## src/rtl/wb_arbiter_wrr.sv

```systemverilog
// Weighted round-robin Wishbone B3 arbiter: whole cyc periods are granted to one master,
// with a watchdog that aborts slave accesses left without a response.
module wb_arbiter_wrr #(
  parameter int          NUM_MASTERS = 3,
  parameter int          aw          = 32,
  parameter int          dw          = 32,
  parameter logic [31:0] WEIGHTS     = 32'h121,
  parameter int          TIMEOUT     = 256
) (
  input  logic                      wb_clk_i,
  input  logic                      wb_rst_i,
  input  logic [NUM_MASTERS*aw-1:0] wbm_adr_i,
  input  logic [NUM_MASTERS*dw-1:0] wbm_dat_i,
  input  logic [NUM_MASTERS*4-1:0]  wbm_sel_i,
  input  logic [NUM_MASTERS-1:0]    wbm_we_i,
  input  logic [NUM_MASTERS-1:0]    wbm_cyc_i,
  input  logic [NUM_MASTERS-1:0]    wbm_stb_i,
  input  logic [NUM_MASTERS*3-1:0]  wbm_cti_i,
  input  logic [NUM_MASTERS*2-1:0]  wbm_bte_i,
  output logic [NUM_MASTERS*dw-1:0] wbm_dat_o,
  output logic [NUM_MASTERS-1:0]    wbm_ack_o,
  output logic [NUM_MASTERS-1:0]    wbm_err_o,
  output logic [NUM_MASTERS-1:0]    wbm_rty_o,
  output logic [aw-1:0]             wbs_adr_o,
  output logic [dw-1:0]             wbs_dat_o,
  output logic [3:0]                wbs_sel_o,
  output logic                      wbs_we_o,
  output logic                      wbs_cyc_o,
  output logic                      wbs_stb_o,
  output logic [2:0]                wbs_cti_o,
  output logic [1:0]                wbs_bte_o,
  input  logic [dw-1:0]             wbs_dat_i,
  input  logic                      wbs_ack_i,
  input  logic                      wbs_err_i,
  input  logic                      wbs_rty_i,
  output logic [NUM_MASTERS-1:0]    grant_o,
  output logic                      timeout_o
);

  localparam int IW  = (NUM_MASTERS > 1) ? $clog2(NUM_MASTERS) : 1;
  localparam int WDW = (TIMEOUT > 0) ? $clog2(TIMEOUT + 1) : 1;
  localparam logic [NUM_MASTERS-1:0] ONE = NUM_MASTERS'(1);

  typedef enum logic [1:0] {S_IDLE, S_OWN, S_ABORT} state_t;

  state_t                 r_state;
  logic [NUM_MASTERS-1:0] r_grant;
  logic [IW-1:0]          r_owner;
  logic [IW-1:0]          r_last;
  logic [3:0]             r_run;
  logic [WDW-1:0]         r_wd;

  logic [3:0]    w_wt;
  logic          w_cont;
  logic          w_found;
  logic [IW-1:0] w_idx;
  logic [IW-1:0] w_srch;
  logic [IW-1:0] w_next;
  logic          w_own;
  logic          w_stall;
  logic          w_expire;

  // A run count of 0 means no run is in progress (after reset), so the search path is taken.
  always_comb begin
    w_wt = WEIGHTS[4*r_last +: 4];
    if (w_wt == 4'd0) w_wt = 4'd1;
    w_cont  = (r_run != 4'd0) && (r_run < w_wt) && wbm_cyc_i[r_last];
    w_found = 1'b0;
    w_srch  = r_last;
    w_idx   = '0;
    for (int k = 1; k <= NUM_MASTERS; k++) begin
      w_idx = IW'((int'(r_last) + k) % NUM_MASTERS);
      if (!w_found && wbm_cyc_i[w_idx]) begin
        w_found = 1'b1;
        w_srch  = w_idx;
      end
    end
    w_next = w_cont ? r_last : w_srch;
  end

  assign w_own     = (r_state == S_OWN);
  assign wbs_adr_o = wbm_adr_i[r_owner*aw +: aw];
  assign wbs_dat_o = wbm_dat_i[r_owner*dw +: dw];
  assign wbs_sel_o = wbm_sel_i[r_owner*4 +: 4];
  assign wbs_cti_o = wbm_cti_i[r_owner*3 +: 3];
  assign wbs_bte_o = wbm_bte_i[r_owner*2 +: 2];
  assign wbs_we_o  = w_own & wbm_we_i[r_owner];
  assign wbs_cyc_o = w_own & wbm_cyc_i[r_owner];
  assign wbs_stb_o = wbs_cyc_o & wbm_stb_i[r_owner];

  assign wbm_dat_o = {NUM_MASTERS{wbs_dat_i}};
  assign grant_o   = r_grant;
  assign timeout_o = (r_state == S_ABORT);

  always_comb begin
    wbm_ack_o = '0;
    wbm_err_o = '0;
    wbm_rty_o = '0;
    if (w_own) begin
      wbm_ack_o[r_owner] = wbs_ack_i;
      wbm_err_o[r_owner] = wbs_err_i;
      wbm_rty_o[r_owner] = wbs_rty_i;
    end else if (r_state == S_ABORT) begin
      wbm_err_o[r_owner] = 1'b1;
    end
  end

  assign w_stall  = wbs_stb_o & ~(wbs_ack_i | wbs_err_i | wbs_rty_i);
  assign w_expire = (TIMEOUT != 0) && (r_wd == WDW'(TIMEOUT - 1));

  always_ff @(posedge wb_clk_i) begin
    if (wb_rst_i) begin
      r_state <= S_IDLE;
      r_grant <= '0;
      r_owner <= '0;
      r_last  <= IW'(NUM_MASTERS - 1);
      r_run   <= 4'd0;
      r_wd    <= '0;
    end else begin
      case (r_state)
        S_IDLE: begin
          r_wd <= '0;
          if (|wbm_cyc_i) begin
            r_state <= S_OWN;
            r_owner <= w_next;
            r_grant <= ONE << w_next;
            r_run   <= w_cont ? r_run + 4'd1 : 4'd1;
          end
        end
        S_OWN: begin
          // Dropping cyc takes priority over a watchdog expiry in the same cycle.
          if (!wbm_cyc_i[r_owner]) begin
            r_state <= S_IDLE;
            r_grant <= '0;
            r_last  <= r_owner;
            r_wd    <= '0;
          end else if (w_stall) begin
            if (w_expire) begin
              r_state <= S_ABORT;
              r_wd    <= '0;
            end else if (r_wd != '1) begin
              r_wd <= r_wd + 1'b1;
            end
          end else begin
            r_wd <= '0;
          end
        end
        S_ABORT: begin
          r_wd <= '0;
          if (wbm_cyc_i[r_owner]) begin
            r_state <= S_OWN;
          end else begin
            r_state <= S_IDLE;
            r_grant <= '0;
            r_last  <= r_owner;
          end
        end
        default: begin
          r_state <= S_IDLE;
          r_grant <= '0;
        end
      endcase
    end
  end

endmodule

```

## config.mk

```make
export PLATFORM = sky130hd
export DESIGN_NAME = wb_arbiter_wrr
export DESIGN_NICKNAME = d
export VERILOG_FILES = /design/src/rtl/wb_arbiter_wrr.sv
export SDC_FILE = /design/constraint.sdc
export NUM_CORES = 1
export LEC_CHECK = 0
export CAP_MARGIN = 15
export CORE_AREA = 2 2 176 178
export CTS_CLUSTER_SIZE = 8
export DETAILED_ROUTE_END_ITERATION = 8
export DIE_AREA = 0 0 178 180
export SLEW_MARGIN = 20
export SYNTH_ARGS = -nofsm -noshare
export SYNTH_HDL_FRONTEND = slang
export SYNTH_SLANG_ARGS = --single-unit
```

## constraint.sdc

```tcl
create_clock -name wb_clk_i -period 2.02 [get_ports wb_clk_i]
set_input_delay 0.404 -clock wb_clk_i [delete_from_list [all_inputs] [get_ports wb_clk_i]]
set_output_delay 0.404 -clock wb_clk_i [all_outputs]
set_load 0.02 [all_outputs]
```

==> flow_metrics.env <==
export IMPL_fin_skew_ps=1.49
export IMPL_slew_headroom_pct=64.4
export IMPL_hold_viol=0
export IMPL_synth_seq_area_share_pct=11.3
export IMPL_drc=0
export IMPL_fin_ws_ps=-124
export IMPL_die_area_sq_um=32000
export IMPL_fp_dieW_um=178
export IMPL_cts_buffer_depth=2
export IMPL_io_pins=450
export IMPL_arrival_ps=1740
export IMPL_worst_slew_pin_slew_ps=534
export IMPL_p_leak_nw=3.42
export IMPL_clkLatencyLatePin_ps=250
export IMPL_avgViaCountPerCell=3.97
export IMPL_htreeDepth=1
export IMPL_crit_path_start_kind="flip-flop"
export IMPL_cts_root_buf="clkbuf_16"
export IMPL_ys_async_sr_fraction_pct=0
export IMPL_min_path_type="flip-flop to flip-flop"
export IMPL_nets=1128
export IMPL_synth_avg_cell_area_sq_um=7.00
export IMPL_reg2reg_from="r_last[1]$_SDFFE_PP1P_"
export IMPL_cp_data_required_time_ps=1620
export IMPL_ys_flop_type="dfxtp_1"
export IMPL_start_util_pct=12.9
export IMPL_power_density_nw_per_um2=1290
export IMPL_synth_fp_nets=831
export IMPL_core_sq_um=30200
export IMPL_wl_per_cell_um=16.2
export IMPL_yosysWarningCount=0
export IMPL_numClockSinks=22
export IMPL_holdWs_ps=463
export IMPL_tritoncts="built"
export IMPL_finalCritPeriodShare_pct=106
export IMPL_fp_dieH_um=180
export IMPL_grt_max_degree=34
export IMPL_critPathKind="flip-flop to output port"
export IMPL_cp_slowest_cell="dfxtp_4"
export IMPL_rsz0062_at_grt="true"
export IMPL_cts_buffers=3
export IMPL_finalInstanceArea_sq_um=8620
export IMPL_status="complete, but fails checks"
export IMPL_gp_congestion=0.877
export IMPL_violations="setup timing"
export IMPL_fmax_mhz=466
export IMPL_drt_initial_drc_count=194
export IMPL_yosysUniqueCellTypes=53
export IMPL_clk_pin_slew_ps=60
export IMPL_end_kind="output port"
export IMPL_final_cell_mix="clkdlybuf4s50_1 (233), buf_4 (75), mux2i_1 (69)"
export IMPL_max_stage_delay_ps=360
export IMPL_setup_viol=22
export IMPL_gr_total_overflow=0
export IMPL_rows=64
export IMPL_power_mw=11.1
export IMPL_drive_gt1_share_pct=39.6
export IMPL_vias=4946
export IMPL_crit_path_start="r_owner[0]$_SDFFE_PP0P_"
export IMPL_grt_pass1_wl_um=27900
export IMPL_holdCritStartpoint="grant_o[1]$_SDFFE_PP0P_"
export IMPL_post_dp_cell_area_sq_um=7390
export IMPL_drt_wl_total_um=20200
export IMPL_dp_hpwl_um=15900
export IMPL_drv_slew=0
export IMPL_nFillCells=3199
export IMPL_final_common_cell="clkdlybuf4s50_1"
export IMPL_ys_ff_latch=22
export IMPL_pre_cts_slack_ps=-561
export IMPL_grt_total_usage_pct=11.0
export IMPL_synth_edf_count=0
export IMPL_syn2layout_area_growth_pct=122
export IMPL_cp_max_fo=5
export IMPL_io_buffer_count=321
export IMPL_syn_cell_area_sq_um=3880
export IMPL_vdd_drop_max_v=0.000540
export IMPL_path_cells="buf_12, buf_12, buf_6, mux2i_2, o21ai_4, and3_4, buf_6"
export IMPL_drt_antenna_violating_nets=0
export IMPL_min_period_ps=2140
export IMPL_cap_violations=0
export IMPL_antenna_found_initial=0
export IMPL_first_global_vias=4943
export IMPL_firstDrtPassIters=4
export IMPL_antenna_cells=0
export IMPL_synthCells=555
worst max-delay path, delay by kind of cell, from the launching register on:
| kind | cells | cell delay, ps |
|---|---|---|
| muxes | 1 | 150 |
| buffers and inverters | 4 | 480 |
| AOI/OAI and AO/OA | 1 | 250 |
| and+or+nand+nor | 1 | 240 |
| DFF | 1 | 360 |
power by group:
group          switching, mW  internal, mW
Clock                  0.153         0.269
Sequential            0.0818         0.535
Combinational           4.97          5.11
Total                   5.20          5.91
Yosys cell counts (3+ instances only):
cell	count	area share [%]
o21ai_0	85	11
nor2_1	21	2.0
nand2b_1	6	0.97
buf_4	100	19
nor3b_1	3	0.58
a2bb2oi_1	3	0.68
and3_1	3	0.48
nor2b_1	8	1.3
o211a_1	3	0.77
nand3_1	7	0.90
clkbuf_1	19	1.8
or3_1	4	0.64
ha_1	11	3.5
dfxtp_1	22	11
buf_2	11	1.4
a31oi_1	5	0.81
a21oi_1	7	0.90
nor3_1	7	0.90
o21ai_1	3	0.39
nand2_1	93	9.0
inv_1	10	0.97
mux2i_1	82	21
routing by layer:
metal | wire (um) | global-route usage (%) | up-vias
met5 | 0 | 0 | -
met4 | 118 | 0.689 | 0
met3 | 1740 | 2.28 | 8
met2 | 9890 | 19.9 | 240
met1 | 8420 | 13.9 | 2287
li1 | - | - | 2411
flip-flops by register name, summed over array words and instances (netlist names):
name     count
r_wd         9
r_run        4
grant_o      3
r_last       2
r_owner      2
r_state      2
cell type report:
| type | count | area [sq um] | area share (%) |
|---|---|---|---|
| Clock buffer | 4 | 78.8 | 0.915 |
| Inverter | 12 | 52.6 | 0.610 |
| Multi-Input combinational cell | 390 | 3260 | 37.9 |
| Sequential cell | 22 | 458 | 5.31 |
| Tap cell | 396 | 495 | 5.75 |
| Timing Repair Buffer | 423 | 4270 | 49.5 |
cells by family after synthesis:
logic type	count (synthesis)	share of synthesized area [%]
fa+ha+maj	11	3.54
flops	22	11.3
buf+inv	143	23.8
simple gates	167	19.6
compound gates	129	20.3
xor+xnor	1	0.226
mux	82	21.1
worst paths after layout:
| kind | to | slack [ps] | depth (start not counted) |
|---|---|---|---|
| hold / removal | grant_o[1]$_SDFFE_PP0P_ | 460 | 2 |
| hold reg to reg | grant_o[1]$_SDFFE_PP0P_ | 460 | 2 |
| setup reg to reg | grant_o[2]$_SDFFE_PP0P_ | -80 | 8 |
| setup / recovery | wbs_stb_o | -120 | 7 |
repair_timing:
action,in CTS,in global routing
hold buffers,0,0
setup buffers,29,7
resized for setup,493,251
hold endpoints to repair,0,0
setup endpoints to repair,88,99
pin swaps,16,52
cloned,4,1
per-stage QoR:
stage | TNS, ps | util, % | instances
2_1_floorplan | 0 | - | 555
3_3_place_gp | -17320 | 24.5 | 1215
3_5_place_dp | -18530 | 24.5 | 1215
4_1_cts | -1460 | 26.1 | 1247
5_1_grt | -3340 | 28.5 | 1247
6_report | -999 | 28.5 | 1247
No activity file was read; power rests on OpenSTA's default activity.
